**config.mk**
```make
export PLATFORM = sky130hd
export DESIGN_NAME = memshare_alloc_sched_flat
export DESIGN_NICKNAME = d
export VERILOG_FILES = /design/src/rtl/memshare_alloc_sched_if.sv /design/src/rtl/memshare_alloc_sched.sv /design/src/flat_wrapper.sv
export SDC_FILE = /design/constraint.sdc
export NUM_CORES = 1
export LEC_CHECK = 0
export ABC_AREA = 0
export CAP_MARGIN = 10
export CORE_UTILIZATION = 54
export CTS_BUF_LIST = sky130_fd_sc_hd__clkbuf_16
export DETAILED_ROUTE_END_ITERATION = 8
export PLACE_DENSITY = 0.84
export SYNTH_ARGS = -nofsm -noshare
export SYNTH_HDL_FRONTEND = slang
export SYNTH_SLANG_ARGS = --single-unit
```
**constraint.sdc**
```tcl
create_clock -name sys_clk -period 7.4 [get_ports sys_clk]
set_clock_uncertainty 0.05 [all_clocks]
set_input_delay 1.48 -clock sys_clk [delete_from_list [all_inputs] [get_ports sys_clk]]
set_output_delay 1.48 -clock sys_clk [all_outputs]
set_load 0.02 [all_outputs]
```
**src/rtl/memshare_alloc_sched_if.sv**
```systemverilog
// Request and allocation handshake bundle for memshare_alloc_sched.
// The master modport is the requester/downstream side; the slave modport is the sequencer.
interface memshare_alloc_sched_if #(
  parameter int RQST_NUM = 8
);
  logic                rqst_valid_i;
  logic                rqst_ready_o;
  logic [RQST_NUM-1:0] rqst_mask_i;
  logic                alloc_valid_o;
  logic                alloc_ready_i;
  logic                alloc_seq_o;
  logic [RQST_NUM-1:0] alloc_mask_o;

  modport master (
    output rqst_valid_i, rqst_mask_i, alloc_ready_i,
    input  rqst_ready_o, alloc_valid_o, alloc_seq_o, alloc_mask_o
  );

  modport slave (
    input  rqst_valid_i, rqst_mask_i, alloc_ready_i,
    output rqst_ready_o, alloc_valid_o, alloc_seq_o, alloc_mask_o
  );
endinterface

```
**src/rtl/memshare_alloc_sched.sv**
```systemverilog
// Allocation sequencer for memShare: classifies a bank-request mask and issues it
// downstream as one or two allocation sequences of at most SHARE_CAP requesters each.
module memshare_alloc_sched #(
  parameter int RQST_NUM  = 8,
  parameter int SHARE_CAP = 4,
  parameter int CNT_W     = 16,
  parameter int SYNC_PIPE = 0
) (
  input  logic                  sys_clk,
  input  logic                  rstn,
  memshare_alloc_sched_if.slave bus,
  input  logic                  pipe_begin_i,
  output logic                  isGtr_o,
  output logic                  done_o,
  output logic                  busy_o,
  output logic [CNT_W-1:0]      gtr_cnt_o
);
  localparam int              PC_W = $clog2(RQST_NUM + 1);
  localparam logic [PC_W-1:0] CAP  = PC_W'(SHARE_CAP);

  typedef enum logic [1:0] {IDLE, SHIFT_GEN, SEQ0, SEQ1} state_t;

  state_t              state_q, state_d;
  logic [RQST_NUM-1:0] mask_q, mask_d;
  logic [RQST_NUM-1:0] m0_q, m0_d;
  logic [RQST_NUM-1:0] m1_q, m1_d;
  logic                gtr_q, gtr_d;
  logic                done_q, done_d;
  logic [CNT_W-1:0]    cnt_q, cnt_d;

  logic [PC_W-1:0]     pc;
  logic [RQST_NUM-1:0] m0_split;
  logic                gtr_now;
  logic                rqst_ready;

  // Walk the mask from bit 0 upward; the first SHARE_CAP set bits form m0.
  always_comb begin
    pc       = '0;
    m0_split = '0;
    for (int i = 0; i < RQST_NUM; i++) begin
      if (mask_q[i]) begin
        if (pc < CAP) m0_split[i] = 1'b1;
        pc = pc + PC_W'(1);
      end
    end
    gtr_now = (pc > CAP);
  end

  always_comb begin
    state_d           = state_q;
    mask_d            = mask_q;
    m0_d              = m0_q;
    m1_d              = m1_q;
    gtr_d             = gtr_q;
    cnt_d             = cnt_q;
    done_d            = 1'b0;
    isGtr_o           = 1'b0;
    rqst_ready        = 1'b0;
    bus.alloc_valid_o = 1'b0;
    bus.alloc_seq_o   = 1'b0;
    bus.alloc_mask_o  = '0;

    case (state_q)
      IDLE: begin
        rqst_ready = rstn & ((SYNC_PIPE != 0) ? pipe_begin_i : 1'b1);
        if (bus.rqst_valid_i && rqst_ready) begin
          mask_d  = bus.rqst_mask_i;
          state_d = SHIFT_GEN;
        end
      end
      SHIFT_GEN: begin
        isGtr_o = gtr_now;
        m0_d    = m0_split;
        m1_d    = mask_q & ~m0_split;
        gtr_d   = gtr_now;
        if (gtr_now && (cnt_q != '1)) cnt_d = cnt_q + CNT_W'(1);
        if (pc == '0) begin
          state_d = IDLE;
          done_d  = 1'b1;
        end else begin
          state_d = SEQ0;
        end
      end
      SEQ0: begin
        bus.alloc_valid_o = 1'b1;
        bus.alloc_mask_o  = m0_q;
        if (bus.alloc_ready_i) begin
          if (gtr_q) begin
            state_d = SEQ1;
          end else begin
            state_d = IDLE;
            done_d  = 1'b1;
          end
        end
      end
      SEQ1: begin
        bus.alloc_valid_o = 1'b1;
        bus.alloc_seq_o   = 1'b1;
        bus.alloc_mask_o  = m1_q;
        if (bus.alloc_ready_i) begin
          state_d = IDLE;
          done_d  = 1'b1;
        end
      end
      default: state_d = IDLE;
    endcase
  end

  always_ff @(posedge sys_clk) begin
    if (!rstn) begin
      state_q <= IDLE;
      mask_q  <= '0;
      m0_q    <= '0;
      m1_q    <= '0;
      gtr_q   <= 1'b0;
      done_q  <= 1'b0;
      cnt_q   <= '0;
    end else begin
      state_q <= state_d;
      mask_q  <= mask_d;
      m0_q    <= m0_d;
      m1_q    <= m1_d;
      gtr_q   <= gtr_d;
      done_q  <= done_d;
      cnt_q   <= cnt_d;
    end
  end

  assign bus.rqst_ready_o = rqst_ready;
  assign done_o           = done_q;
  assign busy_o           = (state_q != IDLE);
  assign gtr_cnt_o        = cnt_q;
endmodule
```
**src/flat_wrapper.sv**
```systemverilog
// flat-port wrapper written by rule: the top's interface ports become plain ports
module memshare_alloc_sched_flat 
#(
  parameter int RQST_NUM  = 8,
  parameter int SHARE_CAP = 4,
  parameter int CNT_W     = 16,
  parameter int SYNC_PIPE = 0
)
  (sys_clk, rstn, pipe_begin_i, isGtr_o, done_o, busy_o, gtr_cnt_o, bus_rqst_valid_i, bus_rqst_mask_i, bus_alloc_ready_i, bus_rqst_ready_o, bus_alloc_valid_o, bus_alloc_seq_o, bus_alloc_mask_o);
  memshare_alloc_sched_if #(.RQST_NUM(RQST_NUM)) bus_i ();
  input  logic sys_clk;
  input  logic rstn;
  input  logic pipe_begin_i;
  output logic isGtr_o;
  output logic done_o;
  output logic busy_o;
  output logic [CNT_W-1:0] gtr_cnt_o;
  input wire logic [$bits(bus_i.rqst_valid_i)-1:0] bus_rqst_valid_i;
  input wire logic [$bits(bus_i.rqst_mask_i)-1:0] bus_rqst_mask_i;
  input wire logic [$bits(bus_i.alloc_ready_i)-1:0] bus_alloc_ready_i;
  output wire logic [$bits(bus_i.rqst_ready_o)-1:0] bus_rqst_ready_o;
  output wire logic [$bits(bus_i.alloc_valid_o)-1:0] bus_alloc_valid_o;
  output wire logic [$bits(bus_i.alloc_seq_o)-1:0] bus_alloc_seq_o;
  output wire logic [$bits(bus_i.alloc_mask_o)-1:0] bus_alloc_mask_o;
  assign bus_i.rqst_valid_i = bus_rqst_valid_i;
  assign bus_i.rqst_mask_i = bus_rqst_mask_i;
  assign bus_i.alloc_ready_i = bus_alloc_ready_i;
  assign bus_rqst_ready_o = bus_i.rqst_ready_o;
  assign bus_alloc_valid_o = bus_i.alloc_valid_o;
  assign bus_alloc_seq_o = bus_i.alloc_seq_o;
  assign bus_alloc_mask_o = bus_i.alloc_mask_o;
  memshare_alloc_sched #(.RQST_NUM(RQST_NUM), .SHARE_CAP(SHARE_CAP), .CNT_W(CNT_W), .SYNC_PIPE(SYNC_PIPE)) u_core (.sys_clk(sys_clk), .rstn(rstn), .bus(bus_i), .pipe_begin_i(pipe_begin_i), .isGtr_o(isGtr_o), .done_o(done_o), .busy_o(busy_o), .gtr_cnt_o(gtr_cnt_o));
endmodule
```
# Word-level counts from Yosys, hierarchy flattened
# Cells that the tools add are included.
word_totals:
  reg_bits: 44
  latch_bits: 0
  ram_bits: 0
  romBits: 0
  inputBits: 13
  output_inout_bits: 30
  elab_cells: 80
  mem_count: 0
op_classes:
  addsub: 8
  multipliers: 0
  n_div: 0
  magnitude_cmp: 8
  n_eq_ne: 7
  shift: 0
  n_mux: 39
  n_bitwise: 2
  n_reduce_logical: 9
ops:
  columns: ["op", "count"]
  rows:
  - ["4-bit 2-to-1 mux", 7]
  - ["4-bit by 1-bit adder with 4-bit output (second input constant)", 6]
  - ["4-bit by 3-bit < comparator with 1-bit output (second input constant)", 6]
  - ["1-bit 2-to-1 mux", 24]
  - ["16-bit by 1-bit adder with 16-bit output (second input constant)", 1]
  - ["16-bit inequality test (second input constant)", 1]
  - ["8-bit case mux with 2 select lines", 1]
  - ["2-bit 2-to-1 mux", 5]
  - ["8-bit bitwise AND", 1]
  - ["8-bit inverter", 1]
  - ["2-bit case mux with 4 select lines", 1]
  - ["2-bit == test (second input constant)", 2]
  - ["4-bit by 3-bit greater-than comparator with 1-bit output (second input constant)", 1]
  - ["4-bit logical NOT", 1]
  - ["2-bit inequality test (second input constant)", 2]
  - ["2-bit AND reduction", 2]
  - ["1-bit by 3-bit < comparator with 1-bit output (second input constant)", 1]
  - ["1-bit case mux with 3 select lines", 1]
  - ["3-bit AND reduction", 1]
  - ["1-bit by 1-bit adder with 2-bit output (second input constant)", 1]
  - ["2-bit by 1-bit == test with 1-bit output (second input constant)", 1]
  - ["1-bit logical AND", 2]
  - ["2-bit logical NOT", 1]
  - ["2-bit by 1-bit inequality test with 1-bit output (second input constant)", 1]
  - ["other kinds (2)", 2]

# Depth between registers and ports, before layout
logic_depth:
  depth_word: 18
  ltp_mapped: 26
  mapped_depth_nobuf: 23

# Least setup slack after synthesis
# No wires, ideal clock.
synth_path:
  kind: "reg-to-output"
  start: "register u_core.mask_q[0]"
  end: "output isGtr_o"
  t_arrival_ps: 4161
  required_ps: 5870
  setup_slack_ps: 1709
  stages_incl_launch_ff: 25
  n_path_buf: 3
  cell_sequence: "dfxtp_1 inv_1 ha_1 buf_4 xnor2_1 inv_1 ha_1 xnor2_1 nand2_1 o21ai_0 a21oi_1 ha_1 inv_1 a21oi_1 ha_1 nand2b_1 o31a_1 o21a_1 ha_1 nor3b_1 a211oi_1 nor3_2 buf_6 buf_6 nor2_1"
synth_via:
  elab_chain_cells: 17
synth_lines:
  columns: ["item", "line_no", "source"]
  rows:
  - ["from (decl)", "memshare_alloc_sched.sv:24", "logic [RQST_NUM-1:0] mask_q, mask_d;"]
  - ["from (signal assigned)", "memshare_alloc_sched.sv:120", "mask_q <= mask_d;"]
  - ["1-bit 2-to-1 mux *", "memshare_alloc_sched.sv:41", "if (mask_q[i]) begin"]
  - ["1-bit by 1-bit adder with 2-bit output", "memshare_alloc_sched.sv:43", "pc = pc + PC_W'(1);"]
  - ["4-bit 2-to-1 mux *", "memshare_alloc_sched.sv:41", null]
  - ["4-bit by 1-bit adder with 4-bit output", "memshare_alloc_sched.sv:43", null]
  - ["4-bit 2-to-1 mux *", "memshare_alloc_sched.sv:41", null]
  - ["4-bit by 1-bit adder with 4-bit output", "memshare_alloc_sched.sv:43", null]
  - ["4-bit 2-to-1 mux *", "memshare_alloc_sched.sv:41", null]
  - ["4-bit by 1-bit adder with 4-bit output", "memshare_alloc_sched.sv:43", null]
  - ["4-bit 2-to-1 mux *", "memshare_alloc_sched.sv:41", null]
  - ["4-bit by 1-bit adder with 4-bit output", "memshare_alloc_sched.sv:43", null]
  - ["4-bit 2-to-1 mux *", "memshare_alloc_sched.sv:41", null]
  - ["4-bit by 1-bit adder with 4-bit output", "memshare_alloc_sched.sv:43", null]
  - ["4-bit 2-to-1 mux *", "memshare_alloc_sched.sv:41", null]
  - ["4-bit by 1-bit adder with 4-bit output", "memshare_alloc_sched.sv:43", null]
  - ["4-bit 2-to-1 mux *", "memshare_alloc_sched.sv:41", null]
  - ["4-bit by 3-bit greater-than comparator with 1-bit output *", "memshare_alloc_sched.sv:46", "gtr_now = (pc > CAP);"]
  - ["1-bit 2-to-1 mux *", "memshare_alloc_sched.sv:63", "case (state_q)"]
  - ["to (decl)", "flat_wrapper.sv:14", "output logic isGtr_o;"]
# Mark *: on every way between the ends. The rest lies on a longest branch, timed or not.

# Final worst setup path
# Same ends and word-level chain as after synthesis.

==> impl_metrics.xml <==
<?xml version="1.0" encoding="UTF-8"?>
<metrics>
  <group name="clock_tree">
    <metric name="ctsLongestPathBuffers" unit="">2</metric>
    <metric name="clockRootBuffer" unit="">clkbuf_16</metric>
    <metric name="cts.htree.levels" unit="">2</metric>
    <metric name="clkTransAtPathRegs" unit="ns">0.06</metric>
    <metric name="postCtsSetupBuffers" unit="">0</metric>
    <metric name="tritoncts_buffers" unit="">5</metric>
    <metric name="cts_resized" unit="">0</metric>
    <metric name="holdBufCountCts" unit="">0</metric>
    <metric name="cts_tree" unit="">built</metric>
    <metric name="cts_sink_cnt" unit="">41</metric>
    <metric name="clock_insertion_delay_worst_skew" unit="ns">0.28</metric>
  </group>
  <group name="die">
    <metric name="fp-row-count" unit="">25</metric>
    <metric name="start_util" unit="">0.572</metric>
    <metric name="core_region_area" unit="um^2">4820</metric>
    <metric name="die_width" unit="um">73.4</metric>
    <metric name="die_footprint" unit="um^2">5390</metric>
    <metric name="pin_count" unit="">43</metric>
    <metric name="die_h" unit="um">73.4</metric>
  </group>
  <group name="routing">
    <metric name="drt_drc_violations_left" unit="">0</metric>
    <metric name="drt-wirelength-per-cell" unit="um">13.1</metric>
    <metric name="total_number_of_vias" unit="">2402</metric>
    <metric name="detail_route.iter0.violations" unit="">166</metric>
    <metric name="drtAntennaViolNets" unit="">0</metric>
    <metric name="first_pass_iters" unit="">4</metric>
    <metric name="wire_length_after_detailed_routing" unit="mm">5.72</metric>
    <metric name="route.detailed.vias_per_inst" unit="">5.52</metric>
  </group>
  <group name="global_routing">
    <metric name="first_global_vias" unit="">2142</metric>
    <metric name="grt-ovfl-total" unit="">0</metric>
    <metric name="grt_usage" unit="">0.226</metric>
    <metric name="grt_max_degree" unit="">29</metric>
    <metric name="antenna_found_initial" unit="">0</metric>
    <metric name="grt_first_pass_wirelength" unit="mm">9.59</metric>
  </group>
  <group name="logic_synthesis">
    <metric name="syn_area_per_cell" unit="um^2">8.10</metric>
    <metric name="mux_contribution_to_synthesized_area" unit="">0.0659</metric>
    <metric name="ys_types" unit="">57</metric>
    <metric name="synth_fa_ha_area_frac" unit="">0.0454</metric>
    <metric name="synth-simple-area-share" unit="">0.311</metric>
    <metric name="synth_seq_area_share" unit="">0.298</metric>
    <metric name="syn_inst" unit="">340</metric>
    <metric name="compound_gate_fraction_of_synth_area" unit="">0.147</metric>
    <metric name="synth_flop_cell" unit="">dfxtp_1</metric>
    <metric name="yosys.area_share.xor_xnor" unit="">0.0718</metric>
    <metric name="synthArstFlopShare" unit="">0</metric>
    <metric name="synth-edff-count" unit="">0</metric>
    <metric name="synth.ff_latch_count" unit="">41</metric>
    <metric name="synth_top_family_by_area" unit="">simple AND/OR/NAND/NOR gates</metric>
    <metric name="post_synth_instance_area" unit="um^2">2750</metric>
    <metric name="synth.yosys.warnings" unit="">0</metric>
    <metric name="syn_nets" unit="">363</metric>
  </group>
  <group name="placed_design">
    <metric name="io_buffer_count" unit="">41</metric>
    <metric name="detailedPlacementHpwl" unit="mm">4.06</metric>
    <metric name="gpl.final_weighted_congestion" unit="">0.832</metric>
  </group>
  <group name="setup_path">
    <metric name="path_common_cell" unit="">ha_1</metric>
    <metric name="path_cells" unit="">inv_1 -&gt; ha_1 -&gt; xnor2_1 -&gt; inv_1 -&gt; ha_1 -&gt; xnor2_1 -&gt; nand2_1 -&gt; o21ai_0 -&gt; a21oi_1 -&gt; ha_1 -&gt; inv_1 -&gt; a21oi_1 -&gt; ha_1 -&gt; nand2b_1 -&gt; o31a_1 -&gt; o21a_1 -&gt; ha_1 -&gt; nor3b_1 -&gt; a211oi_1 -&gt; nor3_2 -&gt; buf_4 -&gt; nor2_1 -&gt; clkdlybuf4s50_1</metric>
    <metric name="cp_data_arrival_time" unit="ns">5.29</metric>
    <metric name="critical_path.max_stage_delay" unit="ns">0.57</metric>
    <metric name="startpoint_type" unit="">flop</metric>
    <metric name="critical_path.slowest_cell" unit="">clkdlybuf4s50_1</metric>
    <metric name="critPathCaptureType" unit="">primary output</metric>
    <metric name="critPathMaxFanout" unit="">24</metric>
    <metric name="critical_path.top_delay_family" unit="">adder cells</metric>
    <metric name="worstPathRequired" unit="ns">5.87</metric>
    <metric name="critical_path_buf_inv_count" unit="">5</metric>
    <metric name="critical_path_class" unit="">flop to primary output</metric>
  </group>
  <group name="pwr">
    <metric name="power.density" unit="nW/um^2">187</metric>
    <metric name="p_total" unit="uW">617</metric>
    <metric name="power.static_leakage" unit="uW">0.00113</metric>
    <metric name="max-vdd-ir-drop" unit="mV">0.144</metric>
  </group>
  <group name="layout">
    <metric name="antennaDiodeCount" unit="">0</metric>
    <metric name="syn_to_final_growth" unit="%">19.7</metric>
    <metric name="n_fill_cell" unit="">430</metric>
    <metric name="layout-drive-gt1-share" unit="">0.0679</metric>
    <metric name="final_net_count" unit="">391</metric>
  </group>
  <group name="timing">
    <metric name="timing.fmax" unit="GHz">0.147</metric>
    <metric name="finalCritPeriodShare" unit="">0.922</metric>
    <metric name="fin_tns_setup" unit="ns">0</metric>
    <metric name="tightest_slew" unit="ns">0.880</metric>
    <metric name="period_minus_slack" unit="ns">6.82</metric>
    <metric name="rsz0062_at_grt" unit="">false</metric>
    <metric name="hold_viol" unit="">0</metric>
    <metric name="timing_max_transition_violations_final" unit="">0</metric>
    <metric name="worst_slew_margin_rel" unit="">0.411</metric>
    <metric name="final_setup_violations" unit="">0</metric>
  </group>
  <group name="min_path">
    <metric name="hp-class" unit="">flop to flop</metric>
  </group>
  <group name="run_status">
    <metric name="outcome" unit="">finished, final reports clean</metric>
  </group>
  <group name="run">
    <metric name="timing.max_cap.violations" unit="">0</metric>
  </group>
</metrics>
report_power, final:
group / switching [uW] / total (uW) / leakage (uW) / internal (uW)
Combinational: 94.1 / 170 / 0.000731 / 75.9
Clock: 79.9 / 200 / 0.0000685 / 121
Sequential: 17.4 / 247 / 0.000332 / 229
Yosys cell counts, types with 9 or more instances:
cell type  instances  area [um^2]
nand2_1           52          195
o21ai_0            9         45.0
nand3_1           18         90.1
mux2i_1           17          170
a21oi_1           25          125
nand2b_1          13         81.3
nor2b_1            9         56.3
clkbuf_1          16         60.1
ha_1              10          125
inv_1             15         56.3
nor2_1            11         41.3
o31ai_1           10         75.1
dfxtp_1           41          821
state kept, by name, summed over array words and instances, names as in the netlist:
name              cells
u_core.done_o         1
u_core.gtr_cnt_o     16
u_core.gtr_q          1
u_core.m0_q           8
u_core.m1_q           5
u_core.mask_q         8
u_core.state_q        2
cell usage in the layout (no fill, tap or decap), types with 10 or more instances in the layout:
cell type / count
nand3_1: 18
nand2b_1: 13
nor2_1: 11
o31ai_1: 10
mux2i_1: 17
nand2_1: 52
a21oi_1: 25
inv_1: 16
clkdlybuf4s50_1: 41
dfxtp_1: 41
ha_1: 10
per-stage QoR:
stage,setup slack [ns],hold WS (ns),area [um^2],util,cells
floorplan,1.71,0.381,2750,-,340
global placement,1.06,0.389,3160,0.657,428
detailed placement,0.949,0.395,3160,0.657,428
CTS,0.602,0.401,3300,0.684,435
global route,0.195,0.423,3300,0.684,435
finish,0.581,0.401,3300,0.684,435
logic make-up after synthesis:
kind of cell	after synthesis
AOI/OAI and AO/OA	64
xor gates and xnor gates	16
adders and majority gates	10
buffers and inverters	39
DFF	41
muxes	18
and+or+nand+nor	152
per-layer routing:
metal,vias up,share of wire,global-route usage
met2,44,0.48,0.381
met5,-,0,0
met3,4,0.031,0.0370
met1,1107,0.49,0.307
li1,1247,-,-
met4,0,0.0045,0.0449
tightest hold or removal path, stage by stage (launching register included):
cell     delay [ns]
dfxtp_1        0.31
nand2_1        0.05
a21oi_1        0.05
final timing paths:
path	cells after the start	startpoint	end	slack, ns
max	23	u_core.mask_q[0]	isGtr_o	0.58
min reg2reg	2	u_core.m0_q[6]	u_core.m0_q[6]	0.40
max reg2reg	24	u_core.mask_q[0]	u_core.gtr_cnt_o[2]	2.43
min	2	u_core.m0_q[6]	u_core.m0_q[6]	0.40
final cells by class:
cell class	count	area, um^2	share of cell area
clock inverters	2	7.51	0.00228
flip-flops and latches	41	821	0.249
well taps	67	83.8	0.0254
repair buffers	44	433	0.131
multi-input cells	260	1770	0.536
clock buffers	5	125	0.0380
inverters	16	60.1	0.0182
No activity file was read; power rests on OpenSTA's default activity.
